File: config.mk
export PLATFORM = sky130hd
export DESIGN_NAME = road_scroller
export DESIGN_NICKNAME = d
export VERILOG_FILES = /design/src/rtl/road_scroller.sv
export SDC_FILE = /design/constraint.sdc
export NUM_CORES = 1
export LEC_CHECK = 0
export CAP_MARGIN = 20
export CORE_MARGIN = 5
export CORE_UTILIZATION = 60
export DETAILED_ROUTE_END_ITERATION = 8
export PLACE_DENSITY = 0.81
export SETUP_SLACK_MARGIN = 0.02
export SYNTH_ARGS = -nofsm -noshare
export SYNTH_HDL_FRONTEND = slang
export SYNTH_SLANG_ARGS = --single-unit
File: constraint.sdc
create_clock -name clock -period 10.4 [get_ports clock]
set_input_delay 1.56 -clock clock [delete_from_list [all_inputs] [get_ports clock]]
set_output_delay 1.56 -clock clock [all_outputs]
set_load 0.05 [all_outputs]
File: src/rtl/road_scroller.sv
// Scrolls generator lane patterns down an 8x8 playfield, checks the frog in the
// bottom row for collisions, keeps a saturating score and scans the LED matrix.
module road_scroller #(
   parameter int SCAN_DIV = 16
) (
   input  logic       clock,
   input  logic       reset,
   input  logic       tick,
   input  logic [7:0] line_in,
   output logic       line_take,
   input  logic [2:0] frog_col,
   input  logic       pause,
   input  logic       restart,
   output logic       crash,
   output logic [7:0] score,
   output logic [7:0] row_sel,
   output logic [7:0] col_data
);

   // state | meaning
   // RUN   | scrolling on each tick
   // PAUSE | frame and score frozen until pause drops
   // CRASH | frog hit an obstacle; only restart exits
   typedef enum logic [1:0] {RUN, PAUSE, CRASH} state_t;

   localparam logic [15:0] SCAN_LAST = 16'(SCAN_DIV - 1);

   state_t      state, state_nxt;
   logic [7:0]  frame [8];
   logic        hit, shift, clear;
   logic [15:0] scan_cnt;
   logic [2:0]  row_idx;

   always_comb begin
      state_nxt = state;
      shift     = 1'b0;
      clear     = 1'b0;
      hit       = ~frame[0][frog_col];
      case (state)
         RUN: begin
            if (restart)    clear = 1'b1;
            else if (hit)   state_nxt = CRASH;
            else if (pause) state_nxt = PAUSE;
            else if (tick)  shift = 1'b1;
         end
         PAUSE: begin
            if (restart) begin
               clear     = 1'b1;
               state_nxt = RUN;
            end
            else if (hit)    state_nxt = CRASH;
            else if (!pause) state_nxt = RUN;
         end
         CRASH: begin
            if (restart) begin
               clear     = 1'b1;
               state_nxt = RUN;
            end
         end
         default: state_nxt = RUN;
      endcase
      line_take = shift & ~reset;
   end

   assign crash = (state == CRASH);

   always_ff @(posedge clock or posedge reset) begin
      if (reset) begin
         state <= RUN;
         score <= 8'd0;
         for (int k = 0; k < 8; k++) frame[k] <= 8'hFF;
      end
      else begin
         state <= state_nxt;
         if (clear) begin
            score <= 8'd0;
            for (int k = 0; k < 8; k++) frame[k] <= 8'hFF;
         end
         else if (shift) begin
            for (int k = 0; k < 7; k++) frame[k] <= frame[k+1];
            frame[7] <= line_in;
            if (score != 8'hFF) score <= score + 8'd1;
         end
      end
   end

   // Matrix scan runs regardless of game state so the display never blanks.
   always_ff @(posedge clock or posedge reset) begin
      if (reset) begin
         scan_cnt <= 16'd0;
         row_idx  <= 3'd0;
         row_sel  <= 8'h00;
         col_data <= 8'h00;
      end
      else begin
         if (scan_cnt == SCAN_LAST) begin
            scan_cnt <= 16'd0;
            row_idx  <= row_idx + 3'd1;
         end
         else begin
            scan_cnt <= scan_cnt + 16'd1;
         end
         row_sel  <= 8'h01 << row_idx;
         col_data <= ~frame[row_idx] | ((row_idx == 3'd0) ? (8'h01 << frog_col) : 8'h00);
      end
   end

endmodule

==> impl_metrics.json <==
{
  "synth.top_cells.by_area": "sky130_fd_sc_hd__dfstp_2 32%, sky130_fd_sc_hd__dfrtp_1 22%, sky130_fd_sc_hd__nand2_1 11%, sky130_fd_sc_hd__mux4_2 6.9%, sky130_fd_sc_hd__a21oi_1 4.3%",
  "top_level_ports": 42,
  "postSynth.asyncResetShare_pct": 100,
  "antenna_found_initial": 0,
  "final_period_minus_worst_setup_slack_ns": 5.58,
  "result_of_the_run": "completed",
  "static-leakage-power_nw": 2.65,
  "post_cts_resized": 0,
  "io_buffers": 41,
  "detail-route-antenna-nets": 0,
  "cts_buffer_depth": 2,
  "tot_pwr_mw": 0.831,
  "cts_buffers": 9,
  "tritoncts_clock_tree": "yes",
  "fin_tns_setup_ns": 0,
  "cp_max_fo": 6,
  "syn2layout_area_growth_pct": 12.1,
  "synth_seq_area_share_pct": 54.1,
  "synth.yosys.warnings": 0,
  "synth_cell_type_count": 45,
  "via_per_inst": 5.79,
  "gr-usage-all-layers_pct": 21.1,
  "worst_path_dominant_cell_family": "buffers and inverters",
  "die_y_um": 103,
  "timing.critical_path.buf_inv": 2,
  "design.die.area_um2": 10600,
  "post-route-period-util_pct": 53.7,
  "final_hold_viol_count": 0,
  "synth_area_leader_cell": "sky130_fd_sc_hd__dfstp_2",
  "ir_drop_uv": 69.5,
  "wl_per_cell_um": 15.7,
  "post_synth_instance_area_um2": 5190,
  "start_util_pct": 60.4,
  "initialDrtViolationCount": 234,
  "wl_um": 9990,
  "routabilityCongestion": 0.842,
  "synth-edff-count": 0,
  "transition_time_at_the_pin_with_the_least_slew_margin_ns": 1.03,
  "fin_nets": 549,
  "number_of_instances_in_the_synthesized_netlist": 498,
  "grt_max_degree": 69,
  "drt_pre_antenna_iters": 5,
  "clock-skew-final_ns": 0.0118,
  "dr_total_vias": 3692,
  "detail_route.drc_violations": 0,
  "antenna_cells_inserted": 0,
  "finish.instance_area_um2": 5820,
  "setup.worst_path.class": "in2out",
  "placementRows": 34,
  "worst_slack_ns": 4.82,
  "synth.top_cell.area_share_pct": 32.4,
  "fmaxAchievable_mhz": 179,
  "cts.reportedPaths.clkPinSlew_ns": 0.09,
  "clk_root_buffer_cell": "sky130_fd_sc_hd__clkbuf_8",
  "num-fill-cells": 647,
  "timing.critical_path.from_type": "primary input",
  "worst_ep_arrival_time_ns": 4.02,
  "synth.avg_cell_area_um2": 10.4,
  "final_layout_size_suffix_gt1_share_pct": 22.8,
  "cts_max_level": 3,
  "ys_seq_elements": 109,
  "synth.net_count": 522,
  "grt.overflow.total": 0,
  "first_global_vias": 3715,
  "cell_chain_of_the_critical_path": "clkdlybuf4s50_1, nor4b_1, nand4_2, nor2_1, clkdlybuf4s50_1",
  "power-per-cell-area_nw_per_um2": 143,
  "core_area_um2": 8590,
  "dp_worst_setup_slack_ns": 4.84,
  "placedCellCount": 621,
  "cts_setup_buffers": 0,
  "clock_insertion_delay_worst_skew_ns": 0.38,
  "maxSlewViolCount": 0,
  "seqCellArea_um2": 2810,
  "synth.top_cells.by_count": "152 x sky130_fd_sc_hd__nand2_1, 64 x sky130_fd_sc_hd__dfstp_2, 45 x sky130_fd_sc_hd__a21oi_1, 45 x sky130_fd_sc_hd__dfrtp_1, 18 x sky130_fd_sc_hd__nand3_1",
  "tritoncts_num_sinks": 109,
  "required_ns": 8.84,
  "placement.cell_area_um2": 5590,
  "postSynth.topFlopCell": "sky130_fd_sc_hd__dfstp_2",
  "synth_most_common_cell": "sky130_fd_sc_hd__nand2_1",
  "timing.slew.headroom_pct": 31.4,
  "timing.hold.worst.class": "reg2reg",
  "crit_path_frequent_cell": "sky130_fd_sc_hd__clkdlybuf4s50_1",
  "max_cap_violations": 0,
  "cp_slowest_stage_delay_ns": 0.82,
  "dpl.hpwl_um": 6390,
  "area_used_by_multi_input_combinational_logic_um2": 2180,
  "cts_hold_buf": 0,
  "setup_viol": 0,
  "critical-path-slowest-cell": "sky130_fd_sc_hd__clkdlybuf4s50_1",
  "type_of_element_capturing_the_critical_path": "output port",
  "die_x_um": 103,
  "finalNonFillerCells": 638,
  "rsz0062_at_grt": "no",
  "grt_pass1_wl_um": 17600
}
## metrics by stage
stage | hold WS, ns | util, %
2_1_floorplan | 0.440 | -
3_3_place_gp | 0.446 | 65.1
3_5_place_dp | 0.452 | 65.1
4_1_cts | 0.466 | 67.4
5_1_grt | 0.479 | 67.7
6_report | 0.467 | 67.7
## cell usage in the layout, fill, tap and decap left out, drive strengths merged, types with 2 or more instances in the layout
master	count
clkinv	2
clkinvlp	2
mux2i	7
xor2	5
clkbuf	9
mux2	3
buf	4
dfstp	64
nor2b	7
and2	7
ha	8
nor3	4
and4	2
nor2	15
o21ai	2
mux4	16
a311o	4
and3	4
clkdlybuf4s50	41
nand2b	3
dfrtp	45
a21oi	55
o31ai	5
o311ai	2
nand3	18
xnor2	10
nand4	6
inv	11
nand2	152
nor4	6
## kinds of logic after synthesis
group                    after synthesis  synth area share (%)
flip-flops                           109                  54.1
AND/OR/NAND/NOR                      230                  19.7
adder cells (fa/ha/maj)                8                  1.93
AO/OA/AOI/OAI                         72                  8.80
multiplexers                          26                  9.02
buffers and inverters                 38                  3.88
XOR/XNOR                              15                  2.53
## state kept, by name, summed over array words and instances (netlist names)
register	cells
state	2
score	8
row_idx	3
col_data	8
scan_cnt	16
row_sel	8
frame	64
## area by class of cell
class	instances	area share (%)
timing repair buffer	45	7.79
clock buffer	9	2.13
sequential	109	48.3
multi-input combinational	351	37.5
inverter	9	0.624
tap	108	2.32
clock inverter	7	1.38
## metal layers
layer  GRT usage, %  share of wire (%)  routed length [um]  vias to the layer above
met5              0                  0                   0                        -
met3           3.52                4.9                 491                       18
met2           33.0                 47                4700                      109
met4           8.47                2.3                 228                        0
met1           29.6                 46                4570                     1811
li1               -                  -                   -                     1754
## final timing paths
path,startpoint,endpoint,slack (ns),cells after the start
hold reg to reg,frame[17],frame[17],0.47,2
setup reg to reg,state[0],score[6],7.87,4
max in group asynchronous,reset,scan_cnt[14],7.59,3
setup / recovery,restart,line_take,4.82,5
min in group asynchronous,reset,score[1],1.63,2
hold / removal,frame[17],frame[17],0.47,2
## worst register-to-register path, stage by stage (launching register included)
cell and delay (ns):
sky130_fd_sc_hd__dfrtp_1 0.42, sky130_fd_sc_hd__nor4b_1 0.72, sky130_fd_sc_hd__and4_4 0.89, sky130_fd_sc_hd__a41oi_1 0.24, sky130_fd_sc_hd__nor3_1 0.19
## where the power goes
group | total (mW) | switching [mW] | internal (mW)
Sequential | 0.470 | 0.0143 | 0.455
Combinational | 0.0974 | 0.0598 | 0.0376
Clock | 0.264 | 0.149 | 0.114
(Power assumes the default switching activity.)
